===== src/rtl/nsa_pkg.sv =====
// rtl/nsa_pkg.sv - shared types and constants for the nibble-serial add/sub controller
package nsa_pkg;

    // Controller states; encodings are fixed so they read the same in any waveform.
    typedef enum logic [1:0] {
        ST_IDLE = 2'd0,
        ST_RUN  = 2'd1,
        ST_DONE = 2'd2
    } nsa_state_t;

    // Width of the single adder slice that is time-multiplexed over the operand.
    localparam int NIBBLE_W = 4;

    // Ceiling log2, never below 1 so the nibble counter always has at least one bit.
    function automatic int clog2(input int value);
        int w;
        w = 1;
        for (int i = 1; i < 32; i++) begin
            if ((1 << w) < value) begin
                w = i + 1;
            end
        end
        return w;
    endfunction

endpackage


===== src/rtl/nibble_add4.sv =====
// rtl/nibble_add4.sv - purely combinational 4-bit ripple adder built from full-adder cells
module nibble_add4
    import nsa_pkg::*;
(
    input  logic [NIBBLE_W-1:0] a,
    input  logic [NIBBLE_W-1:0] b,
    input  logic                cin,
    output logic [NIBBLE_W-1:0] sum,
    output logic                cout,
    output logic                c3
);

    // w_c[i] is the carry into bit i; w_c[NIBBLE_W] is the carry out of the slice.
    logic [NIBBLE_W:0] w_c;

    assign w_c[0] = cin;

    for (genvar i = 0; i < NIBBLE_W; i++) begin : g_fa
        assign sum[i]   = a[i] ^ b[i] ^ w_c[i];
        assign w_c[i+1] = (a[i] & b[i]) | (w_c[i] & (a[i] ^ b[i]));
    end

    assign cout = w_c[NIBBLE_W];
    // Carry into the slice MSB; XOR with cout gives signed overflow on the top nibble.
    assign c3   = w_c[NIBBLE_W-1];

endmodule


===== src/rtl/nibble_serial_add_ctrl.sv =====
// rtl/nibble_serial_add_ctrl.sv - WIDTH-bit add/sub sequencer over one nibble slice; optional NSA_OVERFLOW_EN adds ovf_94
module nibble_serial_add_ctrl
    import nsa_pkg::*;
#(
    parameter int WIDTH = 16
) (
    input  logic             clk_94,
    input  logic             rst_n_94,
    input  logic             in_valid_94,
    output logic             in_ready_94,
    input  logic [WIDTH-1:0] a_94,
    input  logic [WIDTH-1:0] b_94,
    input  logic             cin_94,
    input  logic             sub_94,
    output logic             out_valid_94,
    input  logic             out_ready_94,
    output logic [WIDTH-1:0] sum_94,
    output logic             cout_94,
    output logic             busy_94
`ifdef NSA_OVERFLOW_EN
    ,
    output logic             ovf_94
`endif
);

    localparam int NIBBLES = WIDTH / NIBBLE_W;
    localparam int CNT_W   = clog2(NIBBLES);
    localparam logic [CNT_W-1:0] LAST_CNT = CNT_W'(NIBBLES - 1);

    nsa_state_t r_state;
    nsa_state_t w_next_state;

    logic [WIDTH-1:0] r_a;
    logic [WIDTH-1:0] r_b;
    logic [WIDTH-1:0] r_res;
    logic             r_carry;
    logic [CNT_W-1:0] r_cnt;
    logic             r_cout;

    logic [NIBBLE_W-1:0] w_sum;
    logic                w_cout;
    logic                w_c3;
    logic                w_accept;
    logic                w_last;

    assign w_accept = in_valid_94 && in_ready_94;
    assign w_last   = (r_cnt == LAST_CNT);

    // Single shared slice: always works on the low nibble of the operand shift registers.
    nibble_add4 u_slice (
        .a    (r_a[NIBBLE_W-1:0]),
        .b    (r_b[NIBBLE_W-1:0]),
        .cin  (r_carry),
        .sum  (w_sum),
        .cout (w_cout),
        .c3   (w_c3)
    );

    // State register; reset drops straight to IDLE, discarding any in-flight result.
    always_ff @(posedge clk_94 or negedge rst_n_94) begin
        if (!rst_n_94) begin
            r_state <= ST_IDLE;
        end else begin
            r_state <= w_next_state;
        end
    end

    // Next-state logic: accept in IDLE, run NIBBLES slices, hold in DONE until taken.
    always_comb begin
        w_next_state = r_state;
        case (r_state)
            ST_IDLE: begin
                if (w_accept) begin
                    w_next_state = ST_RUN;
                end
            end
            ST_RUN: begin
                if (w_last) begin
                    w_next_state = ST_DONE;
                end
            end
            ST_DONE: begin
                if (out_ready_94) begin
                    w_next_state = ST_IDLE;
                end
            end
            default: begin
                w_next_state = ST_IDLE;
            end
        endcase
    end

    // Datapath: latch operands on accept, then shift one nibble through the slice per edge.
    always_ff @(posedge clk_94 or negedge rst_n_94) begin
        if (!rst_n_94) begin
            r_a     <= '0;
            r_b     <= '0;
            r_res   <= '0;
            r_carry <= 1'b0;
            r_cnt   <= '0;
            r_cout  <= 1'b0;
        end else begin
            case (r_state)
                ST_IDLE: begin
                    if (w_accept) begin
                        r_a     <= a_94;
                        // Subtraction is A + ~B + 1, so invert B and force the carry-in.
                        r_b     <= sub_94 ? ~b_94 : b_94;
                        r_carry <= sub_94 ? 1'b1 : cin_94;
                        r_cnt   <= '0;
                    end
                end
                ST_RUN: begin
                    r_res   <= {w_sum, r_res[WIDTH-1:NIBBLE_W]};
                    r_a     <= {{NIBBLE_W{1'b0}}, r_a[WIDTH-1:NIBBLE_W]};
                    r_b     <= {{NIBBLE_W{1'b0}}, r_b[WIDTH-1:NIBBLE_W]};
                    r_carry <= w_cout;
                    r_cnt   <= r_cnt + 1'b1;
                    if (w_last) begin
                        r_cout <= w_cout;
                    end
                end
                default: begin
                end
            endcase
        end
    end

`ifdef NSA_OVERFLOW_EN
    logic r_ovf;

    // Signed overflow is decided on the top nibble only, so capture it on the last RUN edge.
    always_ff @(posedge clk_94 or negedge rst_n_94) begin
        if (!rst_n_94) begin
            r_ovf <= 1'b0;
        end else if (r_state == ST_RUN && w_last) begin
            r_ovf <= w_c3 ^ w_cout;
        end
    end

    assign ovf_94 = r_ovf;
`else
    // Slice carry into bit 3 has no consumer without the overflow output.
    logic w_unused_c3;
    assign w_unused_c3 = w_c3;
`endif

    assign in_ready_94  = (r_state == ST_IDLE) && rst_n_94;
    assign out_valid_94 = (r_state == ST_DONE);
    assign busy_94      = (r_state == ST_RUN);
    assign sum_94       = r_res;
    assign cout_94      = r_cout;

endmodule

===== config.mk =====
export PLATFORM = sky130hd
export DESIGN_NAME = nibble_serial_add_ctrl
export DESIGN_NICKNAME = d
export VERILOG_FILES = /design/src/rtl/nsa_pkg.sv /design/src/rtl/nibble_add4.sv /design/src/rtl/nibble_serial_add_ctrl.sv
export SDC_FILE = /design/constraint.sdc
export NUM_CORES = 1
export LEC_CHECK = 0
export CAP_MARGIN = 25
export CORE_AREA = 3 3 94 96
export CTS_BUF_LIST = sky130_fd_sc_hd__clkbuf_4 sky130_fd_sc_hd__clkbuf_8
export DETAILED_ROUTE_END_ITERATION = 10
export DIE_AREA = 0 0 97 99
export SLEW_MARGIN = 15
export SYNTH_ARGS = -nofsm -noshare
export SYNTH_HDL_FRONTEND = slang
export SYNTH_HIERARCHICAL = 1
export SYNTH_SLANG_ARGS = --single-unit

===== constraint.sdc =====
create_clock -name clk_94 -period 2 [get_ports clk_94]
set_input_delay 0.3 -clock clk_94 [delete_from_list [all_inputs] [get_ports clk_94]]
set_output_delay 0.3 -clock clk_94 [all_outputs]
set_load 0.02 [all_outputs]

==> Word-level counts from Yosys, hierarchy flattened <==
Index checks and enable logic that the tools add are counted.
{ "op_classes": {"addsub": 1, "n_eq_ne": 6, "mux": 14, "bitwise": 21, "reduce_logical": 7} }
{ "ops": {"columns": ["cell", "n"], "rows": [
  ["one-hot mux 16 bit (2 select lines)", 2],
  ["two-way mux 16 bit", 3],
  ["inverter 16 bit", 1],
  ["bitwise AND 1 bit", 8],
  ["two-way mux 2 bit", 4],
  ["bitwise XOR 1 bit", 8],
  ["one-hot mux 2 bit (3 select lines)", 1],
  ["equality test 2 bit, second input constant", 2],
  ["!= test 2 x 1 -> 1 bit, second input constant", 2],
  ["bitwise OR 1 bit", 4],
  ["one-hot mux 2 bit (2 select lines)", 1],
  ["AND reduction 2 bit", 2],
  ["AND reduction 3 bit", 1],
  ["adder 2 x 1 -> 2 bit, second input constant", 1],
  ["equality test 2 x 1 -> 1 bit, second input constant", 1],
  ["logical AND 1 bit", 2],
  ["logical NOT 2 bit", 1],
  ["two-way mux 1 bit", 2],
  ["!= test 2 bit, second input constant", 1],
  ["one-hot mux 1 bit (2 select lines)", 1],
  ["nonzero test 2 bit", 1]
]} }
{ "word_totals": {"ff_bits": 54, "input_bits": 38, "out_inout_bits": 20, "word_cells": 56} }

==> Longest topological paths before layout <==
{ "logic_depth": {"ltp_word": 10, "ltp_mapped": 8, "ltp_nobuf": 8} }

==> Cells and area by module <==
The synthesis kept the hierarchy.
{ "by_module_without_submodules": {"columns": ["mod", "n_inst", "cells_each", "area_per_inst_um2", "seq_area_each_um2"], "rows": [
  ["nibble_serial_add_ctrl", 1, 263, 2439.8, 1351.3],
  ["nibble_add4", 1, 12, 110.1, 0.0]
]} }

==> Worst setup path before layout <==
No wires, ideal clock.
{ "synth_timing": {"kind": "register to register", "startpoint": "register r_a[0]", "endpoint": "register r_cout (netlist: cout_94)", "setup_time_ns": 0.128, "t_arrival_ns": 1.844, "required_ns": 1.872, "slack_ns": 0.029, "stages_incl_launch_ff": 8, "n_path_buf": 0, "period_less_slack_ns": 1.971, "path_cell_list": "dfrtp_1 -> fa_1 -> inv_1 -> fa_1 -> fa_1 -> inv_1 -> fa_1 -> mux2_1"} }
{ "synth_between": {"elab_chain_cells": 9, "elab_cells_between_ends": 10, "cone_classes": "bitwise (10)"} }
{ "synth_lines": {"columns": ["element", "line", "source"], "rows": [
  ["from (decl)", "nibble_serial_add_ctrl.sv:33", "logic [WIDTH-1:0] r_a;"],
  ["from (signal assigned)", "nibble_serial_add_ctrl.sv:115", "r_a <= {{NIBBLE_W{1'b0}}, r_a[WIDTH-1:NIBBLE_W]};"],
  ["bitwise XOR 1 bit", "nibble_add4.sv:20", "assign w_c[i+1] = (a[i] & b[i]) | (w_c[i] & (a[i] ^ b[i]));"],
  ["bitwise AND 1 bit", "nibble_add4.sv:20", null],
  ["bitwise OR 1 bit *", "nibble_add4.sv:20", null],
  ["bitwise AND 1 bit *", "nibble_add4.sv:20", null],
  ["bitwise OR 1 bit *", "nibble_add4.sv:20", null],
  ["bitwise AND 1 bit *", "nibble_add4.sv:20", null],
  ["bitwise OR 1 bit *", "nibble_add4.sv:20", null],
  ["via w_c3", "nibble_serial_add_ctrl.sv:42", "logic w_c3;"],
  ["bitwise AND 1 bit *", "nibble_add4.sv:20", null],
  ["bitwise OR 1 bit *", "nibble_add4.sv:20", null],
  ["via w_cout", "nibble_serial_add_ctrl.sv:41", "logic w_cout;"],
  ["to (signal assigned)", "nibble_serial_add_ctrl.sv:120", "r_cout <= w_cout;"],
  ["to (decl)", "nibble_serial_add_ctrl.sv:38", "logic r_cout;"]
]} }
Mark *: on every way through the listed nets, which the timed path passes. The rest lies on a longest branch.
A chain may end at the register's enable or synchronous reset.

==> Worst setup path in the final report <==
{ "layout_timing": {"startpoint": "register r_b[0]", "endpoint": "register r_res[15] (netlist: sum_94[15])"} }
{ "layout_between": {"elab_chain_cells": 8, "elab_cells_between_ends": 9, "cone_classes": "bitwise (9)"} }
{ "layout_lines": {"columns": ["element", "line", "source"], "rows": [
  ["from (decl)", "nibble_serial_add_ctrl.sv:34", "logic [WIDTH-1:0] r_b;"],
  ["from (signal assigned)", "nibble_serial_add_ctrl.sv:108", "r_b <= sub_94 ? ~b_94 : b_94;"],
  ["from (signal assigned)", "nibble_serial_add_ctrl.sv:116", "r_b <= {{NIBBLE_W{1'b0}}, r_b[WIDTH-1:NIBBLE_W]};"],
  ["bitwise XOR 1 bit", "nibble_add4.sv:20", null],
  ["bitwise AND 1 bit", "nibble_add4.sv:20", null],
  ["bitwise OR 1 bit *", "nibble_add4.sv:20", null],
  ["bitwise AND 1 bit *", "nibble_add4.sv:20", null],
  ["bitwise OR 1 bit *", "nibble_add4.sv:20", null],
  ["bitwise AND 1 bit *", "nibble_add4.sv:20", null],
  ["bitwise OR 1 bit *", "nibble_add4.sv:20", null],
  ["via w_c3", "nibble_serial_add_ctrl.sv:42", null],
  ["bitwise XOR 1 bit *", "nibble_add4.sv:19", "assign sum[i] = a[i] ^ b[i] ^ w_c[i];"],
  ["via w_sum[3]", "nibble_serial_add_ctrl.sv:40", "logic [NIBBLE_W-1:0] w_sum;"],
  ["to (signal assigned)", "nibble_serial_add_ctrl.sv:114", "r_res <= {w_sum, r_res[WIDTH-1:NIBBLE_W]};"],
  ["to (decl)", "nibble_serial_add_ctrl.sv:35", "logic [WIDTH-1:0] r_res;"]
]} }
Marks and branches as above.

==> metrics <==
leak pwr 1.51 nW; Mapped Area 2550 sq um; minimum clock period between 2 and 2.5 ns; clk_skew 0.00761 ns; Via Count about 2,000; synthesis-to-finish area growth 31.1%; CP max stage cell fa_2; Clock Root Buffer clkbuf_8; TritonCTS Sinks 54; Die Ht between 90 and 100 um; path category of the worst min-delay check in -> async; WL/cell 12.8 um; Crit. End Element flop; failing checks negative setup slack; pwr/cell area 1380 nW/um^2; critical-path cell list fa_2 -> inv_2 -> fa_2 -> fa_2 -> inv_2 -> fa_2 -> nand2_1 -> nand2_1; count of input and output buffers between 50 and 60; vias in the first global route between 1,500 and 2,000; DRT iter0 DRCs around 110; Pre-antenna DRT Iters 6; total core area approximately 8000 sq um; Post-synth top flop dfrtp_1; Critical Path Most Common Cell fa_2; final setup vio count 1; fin worst setup slack -0.00534 ns; H-tree levels 2; syn_nets ~320; Nets ~370; async set-reset flop share out of synthesis 1.00; Placer Congestion slightly below 0.8; synthesized flop and latch total 54; Worst Path Buf+Inv 2; reg2reg path depth 8; dpl ws -0.0663 ns; global route total overflow 0; Logic pwr share 0.470; final instance area about 3300 sq um; RSZ-0062 raised after global routing yes; relative slew slack 0.612; Post-synth EDFFs 0; # fillers 820; Worst Path Max Fanout 2; Hold Slack 0.465 ns; Residual DRC 0; Placed Area about 3200 sq um; Reg-to-Reg End sum_94[15]; die width 97 um; Crit Reg-Reg Startpoint r_b[0]; register area 1350 sq um; layout cells sized above 1 0.0973; YS warnings 6; initial antenna violation count 0; number of library cell types mapped by synthesis 24; Worst EP arrival approximately 2.2 ns; starting density of the core 0.313; crit path kind reg -> reg; clock buffer count from CTS 5; Clk Latency, worst-skew pair roughly 0.29 ns; Synth Area per Inst between 9 and 10 sq um; Rows 33; Final Max Tran Viols 0; Worst-path clk slew 0.09 ns; endpoints failing hold 0; pin count of the biggest net entering global routing between 40 and 50; setup repair bufs after CTS 0; delay-heaviest family, CP adder cells; area of the multi-input gates between 1000 and 1500 sq um; CTS tree done; DPL Wire Length approximately 3800 um; total track usage 0.120; diodes inserted 0; Worst-Margin Slew 0.583 ns; status finished, violations left; die area 9600 sq um; Mapped Cells ~280; Tcrit/Tclk final 1.00; clock power share 0.127; number of max-cap violations 0; final WL 5550 um; critical path launch point type flop; Sw Ratio 0.403; Max Fclk about 500 MHz; most frequent cells in the layout 96 x nand2_1, 54 x dfrtp_1, 53 x clkdlybuf4s50_1; most common cell after layout, fill and taps aside nand2_1; net switching power ~0.0019 W; setup slack, reg-to-reg -0.005 ns; Antenna Nets Post-Route 0; sequential power share 0.403; internal power approximately 0.0028 W; clock tree buffer depth 2; sequential area share after synthesis 0.530; I/O pins 58; maximum vdd drop 0.549 mV; critical path data required time between 2 and 2.5 ns; first-pass GRT wire length approximately 9500 um; Via density 4.55; Worst path max stage delay approximately 0.42 ns
==> Yosys cell counts, types with 3 or more instances <==
cell type	count	share of area
nand2_1	96	0.14
dfrtp_1	54	0.53
nand3_1	38	0.075
xnor2_1	16	0.055
buf_2	14	0.027
o211ai_1	12	0.035
inv_1	8	0.012
nor2_1	5	0.0074
a211oi_1	4	0.012
a21oi_2	4	0.014
fa_1	4	0.031
buf_4	3	0.0088
nor3_1	3	0.0059
==> cell families (layout without fill, tap and decap cells) <==
logic type	Yosys count	count (layout)	synth area share
compound gates	22	22	0.0648
xor+xnor	16	16	0.0550
fa+ha+maj	5	5	0.0363
buf+inv	29	83	0.0618
flops	54	54	0.530
mux	1	1	0.00442
simple gates	148	148	0.248
==> worst register-to-register path, cell delays in order (launching register included) <==
cell and delay (ns):
dfrtp_1 0.39, fa_2 0.21, inv_2 0.04, fa_2 0.33, fa_2 0.34, inv_2 0.06, fa_2 0.43, nand2_1 0.07
nand2_1 0.05
==> flip-flops by register name, indices dropped and copies added (netlist names) <==
register	count
r_carry	1
r_cnt	2
r_b	16
r_state	2
r_a	16
cout_94	1
sum_94	16
==> how the worst max path moves through the flow <==
stage / startpoint / end / cells past startpoint / slack [ns]
global placement: r_a[0] / cout_94 / 7 / -0.01
floorplan: r_a[0] / cout_94 / 7 / 0.03
CTS: r_carry / sum_94[15] / 8 / -0.0009
detailed placement: r_a[0] / cout_94 / 7 / -0.07
global route: r_carry / sum_94[15] / 8 / -0.07
finish: r_b[0] / sum_94[15] / 8 / -0.005
==> repair_timing <==
| item | CTS | global route |
|---|---|---|
| setup endpoints to repair | 2 | 5 |
| hold endpoints to repair | 8 | 0 |
| hold buffers | 1 | 0 |
| pin swaps | 1 | 0 |
| gates resized for setup | 6 | 4 |
==> power by group through the flow <==
stage / logic, W / clock network (W) / registers, W
global route: 0.00245 / 0.000671 / 0.00192
floorplan: 0.00130 / 0 / 0.00198
detailed placement: 0.00216 / 0 / 0.00188
global placement: 0.00212 / 0 / 0.00186
finish: 0.00216 / 0.000585 / 0.00186
CTS: 0.00219 / 0.000615 / 0.00186
==> per-stage QoR <==
step                       util  power [W]  setup TNS, ns  cells
after detailed placement  0.397    0.00403         -0.120    426
after global routing      0.411    0.00503        -0.0995    434
after global placement    0.397    0.00397        -0.0132    426
after CTS                 0.409    0.00466      -0.000943    434
final                     0.411    0.00461       -0.00534    434
after floorplan               -    0.00328              0    275
==> area by class of cell <==
class | instances | share of cell area
Clock buffer | 7 | 0.0251
Inverter | 9 | 0.0105
Multi-Input combinational cell | 192 | 0.322
Sequential cell | 54 | 0.404
Tap cell | 105 | 0.0393
Timing Repair Buffer | 67 | 0.198
==> per-layer routing <==
layer / vias to the layer above / part of all wire / GRT usage
li1: 995 / - / -
met1: 928 / 0.49 / 0.168
met2: 47 / 0.46 / 0.188
met3: 5 / 0.045 / 0.0290
met4: 0 / 0.0074 / 0.0292
met5: - / 0 / 0
Note: power is estimated with default switching activity, not from simulation.
